==> src/rtl/gray_seq_src.sv <==
// gray_seq_src: registered binary/Gray sequence source feeding the deco48
// one-hot decoder. Holds a binary count and presents it, together with its
// Gray code, behind a valid/ready handshake. Supports load, up/down counting,
// a one-cycle wrap pulse and drain-to-idle.
// Optional Gray-adjacency checker: define GRAY_SEQ_CHECK_EN to build it;
// otherwise gray_err is tied low.
module gray_seq_src #(
  parameter int WIDTH = 4
) (
  input  logic             clk,
  input  logic             rst,
  input  logic             load,
  input  logic [WIDTH-1:0] load_val,
  input  logic             en,
  input  logic             dir,
  input  logic             halt,
  input  logic             out_ready,
  output logic             out_valid,
  output logic [WIDTH-1:0] gray_out,
  output logic [WIDTH-1:0] bin_out,
  output logic             wrap,
  output logic             gray_err
);

  localparam logic [1:0] ST_IDLE   = 2'd0;
  localparam logic [1:0] ST_ACTIVE = 2'd1;
  localparam logic [1:0] ST_DRAIN  = 2'd2;

  localparam logic [WIDTH-1:0] CNT_ONE = WIDTH'(1);
  localparam logic [WIDTH-1:0] CNT_MAX = '1;

  logic [1:0]       state_q, state_d;
  logic [WIDTH-1:0] bin_q, bin_d;
  logic [WIDTH-1:0] gray_q, gray_d;
  logic             wrap_q, wrap_d;
  logic             accept;
  logic             advance;

  assign out_valid = (state_q != ST_IDLE);
  assign accept    = out_valid & out_ready;

  // Next state and next count: load > halt > count while active.
  // NOTE: every signal assigned here gets a default first, so no path leaves
  // it unassigned and no latch is inferred.
  always_comb begin
    state_d = state_q;
    bin_d   = bin_q;
    advance = 1'b0;
    case (state_q)
      ST_IDLE: begin
        if (load) begin
          state_d = ST_ACTIVE;
          bin_d   = load_val;
        end else if (en) begin
          state_d = ST_ACTIVE;
          bin_d   = '0;
        end
      end
      ST_ACTIVE: begin
        if (load) begin
          bin_d = load_val;               // current value dropped if unaccepted
        end else if (halt) begin
          state_d = ST_DRAIN;
        end else if (en && accept) begin
          advance = 1'b1;
          bin_d   = dir ? (bin_q + CNT_ONE) : (bin_q - CNT_ONE);
        end
      end
      ST_DRAIN: begin
        if (load) begin
          state_d = ST_ACTIVE;
          bin_d   = load_val;
        end else if (accept) begin
          state_d = ST_IDLE;
        end
      end
      default: state_d = ST_IDLE;
    endcase
    wrap_d = advance & (dir ? (bin_q == CNT_MAX) : (bin_q == '0));
    gray_d = bin_d ^ (bin_d >> 1);
  end

  // State, count, Gray code and wrap pulse registers (synchronous reset).
  // NOTE: sequential state uses non-blocking assignments so every register
  // samples the pre-edge values regardless of statement order.
  always_ff @(posedge clk) begin
    if (rst) begin
      state_q <= ST_IDLE;
      bin_q   <= '0;
      gray_q  <= '0;
      wrap_q  <= 1'b0;
    end else begin
      state_q <= state_d;
      bin_q   <= bin_d;
      gray_q  <= gray_d;
      wrap_q  <= wrap_d;
    end
  end

  assign bin_out  = bin_q;
  assign gray_out = gray_q;
  assign wrap     = wrap_q;

`ifdef GRAY_SEQ_CHECK_EN
  logic [WIDTH-1:0] gray_diff;
  logic             one_bit_step;
  logic             err_q;

  assign gray_diff    = gray_q ^ gray_d;
  assign one_bit_step = (gray_diff != '0) && ((gray_diff & (gray_diff - CNT_ONE)) == '0);

  // Sticky flag: a counting advance whose Gray codes differ in other than one bit.
  always_ff @(posedge clk) begin
    if (rst) begin
      err_q <= 1'b0;
    end else if (advance && !one_bit_step) begin
      err_q <= 1'b1;
    end
  end

  assign gray_err = err_q;
`else
  assign gray_err = 1'b0;
`endif

endmodule
==> config.mk <==
export PLATFORM = sky130hd
export DESIGN_NAME = gray_seq_src
export DESIGN_NICKNAME = d
export VERILOG_FILES = /design/src/rtl/gray_seq_src.sv
export SDC_FILE = /design/constraint.sdc
export NUM_CORES = 1
export LEC_CHECK = 0
export CORE_ASPECT_RATIO = 1.75
export CORE_MARGIN = 1.5
export CORE_UTILIZATION = 28
export CTS_CLUSTER_DIAMETER = 40
export DETAILED_ROUTE_END_ITERATION = 10
export HOLD_SLACK_MARGIN = 0.02
export PLACE_DENSITY = 0.57
export SYNTH_ARGS = -nofsm -noshare
export SYNTH_HDL_FRONTEND = slang
export SYNTH_SLANG_ARGS = --single-unit
==> constraint.sdc <==
create_clock -name clk -period 5.2 [get_ports clk]
set_input_delay 1.04 -clock clk [delete_from_list [all_inputs] [get_ports clk]]
set_output_delay 1.04 -clock clk [all_outputs]
set_load 0.1 [all_outputs]
# Yosys cells after proc, flatten, opt, wreduce, memory -nomap -nowiden
# Index checks and enable logic that the tools add are counted.
# W data, S select, Z words.
# word_totals
register_bits,11
in_bits,11
out_inout_bits,11
wordCells,41
# op_classes
add_sub_neg,2
n_eq_ne,7
n_mux,20
bitwise_logic,3
n_reduce_logical,5
# ops
cell,n
$mux W4,7
$mux W2,6
$pmux W4 S3,1
$ne A3 B3 Y1 const B,2
$pmux W2 S3,1
$mux W1,5
$add A4 B1 Y4 const B,1
$eq A4 B4 Y1 const B,1
$logic_not A4 Y1,1
$ne A2 B2 Y1 const B,2
$reduce_and A4 Y1,1
$sub A4 B1 Y4 const B,1
$xor A4 B3 Y4,1
$and A1 B1 Y1,2
$eq A2 B1 Y1 const B,1
$eq A2 B2 Y1 const B,1
$logic_not A2 Y1,1
$reduce_bool A2 Y1,1
$logic_and A1 B1 Y1,1

# Depth between registers and ports, before layout
# Gate-level depths: netlist of run 1.
# logic_depth
depth_word,8
mapped_depth,8
mapped_depth_nobuf,8

# Least setup slack after synthesis of run 1
# No wires, ideal clock.
# synth_path
kind,input to register
from,in dir
to,"reg gray_q[2], in the netlist gray_out[2]"
t_arrival_ps,2622
required_time_ps,5079
setup_slack_ps,2457
stages,8
path_buffers,0
path_cell_list,inv_1 > ha_1 > nand3_1 > and3_1 > o21ba_1 > xor2_1 > a211oi_2 > mux2_4
# synth_via
elab_chain_len,6
# synth_lines
element,line_no,text
start: declaration,15,"input logic dir,"
$mux W4,66,bin_d = dir ? (bin_q + CNT_ONE) : (bin_q - CNT_ONE);
$mux W4,64,end else if (en && accept) begin
$mux W4,62,end else if (halt) begin
$mux W4,60,if (load) begin
$pmux W4 S3,49,case (state_q)
$xor A4 B3 Y4,80,gray_d = bin_d ^ (bin_d >> 1);
end signal: assignment,95,gray_q <= gray_d;
end: declaration,34,"logic [WIDTH-1:0] gray_q, gray_d;"
# No other way between the ends.
# A chain may end at the register's enable or synchronous reset.

# Worst setup path after layout of run 1
# layout_path
from,reg state_q[1]
to,out out_valid
# layout_via
elab_chain_len,1
# layout_lines
element,line_no,text
start: declaration,32,"logic [1:0] state_q, state_d;"
start signal: assignment,93,state_q <= state_d;
$reduce_bool A2 Y1,39,assign out_valid = (state_q != ST_IDLE);
end: declaration,18,"output logic out_valid,"
# No other way between the ends.

==> results.md, run 1 <==
* Total gr overflow at 0
* Root buf cell: clkbuf_8
* Crit path kind: flip-flop to primary output
* GPL Wtd Cong at 0.768
* Finished Cell Area at 988 um2
* Pwr dens at 351 nW/um2
* Nets@finish at 122
* Max_slew headroom at 0.354
* Setup Skew at 0.000669 ns
* CP Capture Type: primary output
* Via count at 681
* Die area at 3060 um2
* Rows at 24
* Mapped cell area at 762 um2
* Placed Area at 933 um2
* Fin crit share at 0.612
* Worst VDD drop at 0.000156 V
* Hold buffer count at cts at 0
* Largest net degree at the start of global routing at 16
* RSZ-0062 raised after global routing: no
* Max-slew violation count at 0
* DR pass1 iterations at 4
* Netlist cell types at 39
* Total setup buffers inserted after CTS at 0
* Detailed-route wire length at 1.74 mm
* LEAKAGE at 0.000396 uW
* # diodes at 0
* Initial antenna violation count at 0
* CTS buffer count at 3
* Clock sink total at 10
* Number of synthesis warnings at 0
* H-tree depth at 1
* CTS tree: yes
* Die Ht at 72.0 um
* DP HPWL at 1.38 mm
* Layout cells sized above 1 at 0.131
* First-pass GRT wire length at 2.95 mm
* FILL cells at 275
* Mean Syn Cell Area at 8.56 um2
* Clk slew on worst S/H paths at 0.05 ns
* Clock Tree Buf Depth at 2
* Average wire per standard cell at 13.0 um
* Post-layout util at 0.392
* Synth Net Count at 103
* Max Cap Viol at 0
* Design Power at 347 uW
* Setup TNS at 0 ns
* # resized after CTS at 0
* Later-pin clock latency in the skew report at 0.23 ns
* ANT nets after route at 0
* Effective utilization at floorplan at 0.302
* Fin crit period at 3.18 ns
* Port Buf Inserts at 20
* Max stage delay on crit path at 1.12 ns
* Bufs and invs on worst path at 1
* Layout area overhead at 29.7%
* Critical path fanouts, max at 14
* Residual DRC at 0
* Final hold vios at 0
* CP Launch Type: flip-flop
* Top_reg_cell synth: dfxtp_1
* DR iter-0 viols at 7
* Slowest cell on the critical path: clkdlybuf4s50_1
* Core ar. at 2520 um2
* CP delay by family, top: buffers and inverters
* Required @ worst endpoint at 4.16 ns
* Overall Global Routing Usage at 0.128
* Outcome: complete, no violations
* Max Freq at 0.314 GHz
* Number of synthesized flops with an enable pin at 0
* Final setup fails at 0
* Vias in the first global route at 669
* Crit path cell chain: or2_4 -> clkdlybuf4s50_1
* # IOs at 22
* Crit path arrival time at 2.14 ns
* Vias per inst at 5.12
* Die width at 42.4 um
* Slew @ Worst Pin at 0.967 ns
* Cells after synthesis at 89
* #FFs+latches synth at 10
* Ys async rst share at 0
* Post-synthesis sequential area ratio at 0.263
* Hold Crit Class: flip-flop to flip-flop
[routing by layer]
metal	wire length, um	vias to the layer above	global-route usage
li1	-	350	-
met1	663	310	0.130
met2	953	16	0.234
met3	62	5	0.0249
met4	55	0	0.0729
met5	0	-	0
[sequential cells by signal (all words and copies together) (netlist names)]
name,count
bin_out,4
wrap,1
gray_out,3
state_q,2
[logic make-up after synthesis]
group	Yosys count	share of synthesized area
buffers and inverters	9	0.0952
AND/OR/NAND/NOR	40	0.291
adder cells (fa/ha/maj)	3	0.0591
AO/OA/AOI/OAI	20	0.202
flip-flops	10	0.263
other	1	0.00492
XOR/XNOR	4	0.0460
multiplexers	2	0.0394
[area by class of cell]
class | count | area (um2) | area share
multi-input cells | 70 | 489 | 0.495
flip-flops and latches | 10 | 200 | 0.203
well taps | 26 | 32.5 | 0.0329
repair buffers | 20 | 200 | 0.203
clock buffers | 4 | 55.1 | 0.0557
inverters | 3 | 11.3 | 0.0114
[through the flow]
step / hold slack [ns] / worst slack (ns) / std cells
6_report: 0.645 / 2.02 / 133
5_1_grt: 0.726 / 1.87 / 133
4_1_cts: 0.649 / 2.02 / 133
3_5_place_dp: 0.641 / 1.79 / 129
3_3_place_gp: 0.639 / 1.88 / 129
2_1_floorplan: 0.595 / 2.46 / 89
[cells in the mapped netlist (all sizes together) (2+ instances only)]
library cell / number / area, um2
a2111oi: 2 / 17.5
a21oi: 7 / 38.8
and3: 2 / 12.5
buf: 4 / 33.8
clkbuf: 2 / 27.5
dfxtp: 10 / 200
ha: 2 / 25.0
inv: 3 / 11.3
mux2: 2 / 30.0
nand2: 7 / 28.8
nand2b: 6 / 37.5
nand3: 3 / 15.0
nor2: 10 / 37.5
nor2b: 4 / 25.0
nor3: 2 / 10.0
xor2: 3 / 26.3
[final timing paths]
| kind | endpoint | startpoint | cells after the start | slack [ns] |
|---|---|---|---|---|
| worst max-delay path | out_valid | state_q[1] | 2 | 2.02 |
| worst min-delay path | wrap | bin_out[0] | 2 | 0.65 |
| worst min register to register | wrap | bin_out[0] | 2 | 0.65 |
| worst max register to register | gray_out[2] | bin_out[2] | 7 | 3.05 |
[worst reg2reg max path: cells and delay by family, from the launching register on]
family,cells,cell delay (ns)
xor+xnor,1,0.15
flops,1,0.46
fa+ha+maj,1,0.32
compound gates,4,0.78
mux,1,0.32
[power by group]
group          leakage [uW]  internal, uW  switching (uW)
Combinational      0.000284          49.3             103
Sequential        0.0000827          85.8            12.6
Clock             0.0000288          66.5            29.7
Total              0.000396           202             145
[layout by cell type (no fill, tap or decap), types with 3 or more instances in the layout]
master	netlist	routed
dfxtp_1	10	10
a21oi_1	6	6
nand2_1	6	6
nand3_1	3	3
xor2_1	3	3
clkbuf_8	2	4
clkdlybuf4s50_1	0	20
nand2b_1	6	6
inv_1	3	3
nor2b_1	4	4
nor2_1	10	10
(Power assumes the default switching activity.)
==> inputs of run 2 (changes only) <==
PLACE_DENSITY = 0.59   (was 0.57)
clock period = 2.9 ns   (was 5.2 ns; I/O delays follow)
==> results.md, run 2 (synthesized netlist as in run 1, its figures left out) <==
* LEAKAGE at 0.000409 uW
* Worst Setup SP: dir
* Layout cells sized above 1 at 0.224
* Vias per inst at 5.15
* Max Freq at 0.379 GHz
* Via count at 685
* DP Cell Count at 130
* Max_slew headroom at 0.621
* Pwr dens at 603 nW/um2
* GPL Wtd Cong at 0.726
* CP delay by family, top: compound AO/OA/AOI/OAI gates
* Average wire per standard cell at 12.5 um
* Overall Global Routing Usage at 0.117
* Largest net degree at the start of global routing at 16
* Crit-path most repeated cell: a21oi_1
* Worst VDD drop at 0.000298 V
* Residual DRC at 0
* Final hold slack at 0.615 ns
* Port Buf Inserts at 20
* Hold buffer count at cts at 0
* Hold Crit Class: flip-flop to flip-flop
* Reg2Reg Setup Slack at 0.75 ns
* Setup TNS at 0 ns
* R2R cell count at 7
* # IOs at 22
* Later-pin clock latency in the skew report at 0.22 ns
* ANT nets after route at 0
* Slew @ Worst Pin at 0.554 ns
* Most common cell after layout, fill and taps aside: buf_4
* Bufs and invs on worst path at 2
* Max stage delay on crit path at 0.48 ns
* First-pass GRT wire length at 2.84 mm
* Fin crit share at 0.909
* Final hold vios at 0
* Critical path fanouts, max at 4
* RSZ-0062 raised after global routing: no
* Effective utilization at floorplan at 0.302
* H-tree depth at 1
* PnR worst setup slack at 0.263 ns
* Final Non-Filler Cells at 133
* Initial antenna violation count at 0
* Final setup fails at 0
* CP Launch Type: input port
* Max-slew violation count at 0
* Setup Skew at 0.00104 ns
* Slowest cell on the critical path: clkdlybuf4s50_1
* Max reg flops at 4
* Root buf cell: clkbuf_8
* Die area at 3060 um2
* CTS tree: yes
* Clk slew on worst S/H paths at 0.04 ns
* Crit path kind: input port to flip-flop
* Outcome: complete, no violations
* DP Worst Slack at 0.0341 ns
* Max Cap Viol at 0
* Critical path depth at 9
* Die width at 42.4 um
* Core ar. at 2520 um2
* Total setup buffers inserted after CTS at 0
* Crit path cell chain: clkdlybuf4s50_1 -> inv_1 -> ha_1 -> a21oi_1 -> a21oi_1 -> o21ba_1 -> xor2_1 -> a211oi_2 -> mux2_4
* Clock sink total at 10
* # resized after CTS at 0
* # diodes at 0
* Nets@finish at 123
* Reg2reg end: gray_out[2]
* Design Power at 577 uW
* Required @ worst endpoint at 3.01 ns
* CP Capture Type: flip-flop
* Rows at 24
* Die Ht at 72.0 um
* Reg-to-Reg Start: bin_out[2]
* Worst setup path end: gray_out[2]
* Clock Tree Buf Depth at 2
* Most frequent cells in the layout: 11 x buf_4, 10 x nor2_1, 10 x dfxtp_1, 10 x clkdlybuf4s50_1
* DP HPWL at 1.35 mm
* Vias in the first global route at 653
* Crit path arrival time at 2.75 ns
* Detailed-route wire length at 1.66 mm
* Fin crit period at 2.64 ns
* Total gr overflow at 0
* CTS buffer count at 3
* Layout area overhead at 25.6%
* DR pass1 iterations at 4
* DR iter-0 viols at 16
[run 2: tightest hold or removal path: stages, from the launching register on]
cell and delay [ns]:
dfxtp_1 0.35, a31oi_1 0.15, nor3_1 0.06
[run 2: layout make-up]
type,count,area [um2]
flip-flops and latches,10,200
well taps,26,32.5
inverters,3,11.3
repair buffers,21,183
clock buffers,3,41.3
multi-input cells,70,489
fillers,278,1570
[run 2: how the worst min path moves through the flow]
stage | to | start | slack [ns] | cells after the start
6_report | wrap | bin_out[0] | 0.62 | 2
5_1_grt | wrap | bin_out[0] | 0.66 | 2
4_1_cts | wrap | bin_out[0] | 0.62 | 2
3_5_place_dp | wrap | bin_out[0] | 0.61 | 2
3_3_place_gp | wrap | bin_out[0] | 0.61 | 2
2_1_floorplan | wrap | state_q[1] | 0.59 | 3
[run 2: power breakdown]
group          leakage, uW  switching [uW]  internal [uW]
logic             0.000305             184           83.4
registers        0.0000827            23.6            154
clock network    0.0000216            42.8           89.9
total             0.000409             250            327
[run 2: per-layer routing]
metal  routed length, um  GRT usage  up-vias
met5                   0          0        -
met4                  14     0.0417        0
met3                  51    0.00746        2
met2                 923      0.210       14
met1                 673      0.143      323
li1                    -          -      346
[run 2: metrics by stage]
| step | utilization | area, um2 |
|---|---|---|
| after CTS | 0.379 | 957 |
| after floorplan | - | 762 |
| final | 0.379 | 957 |
| after global routing | 0.379 | 957 |
| after global placement | 0.363 | 916 |
| after detailed placement | 0.363 | 916 |
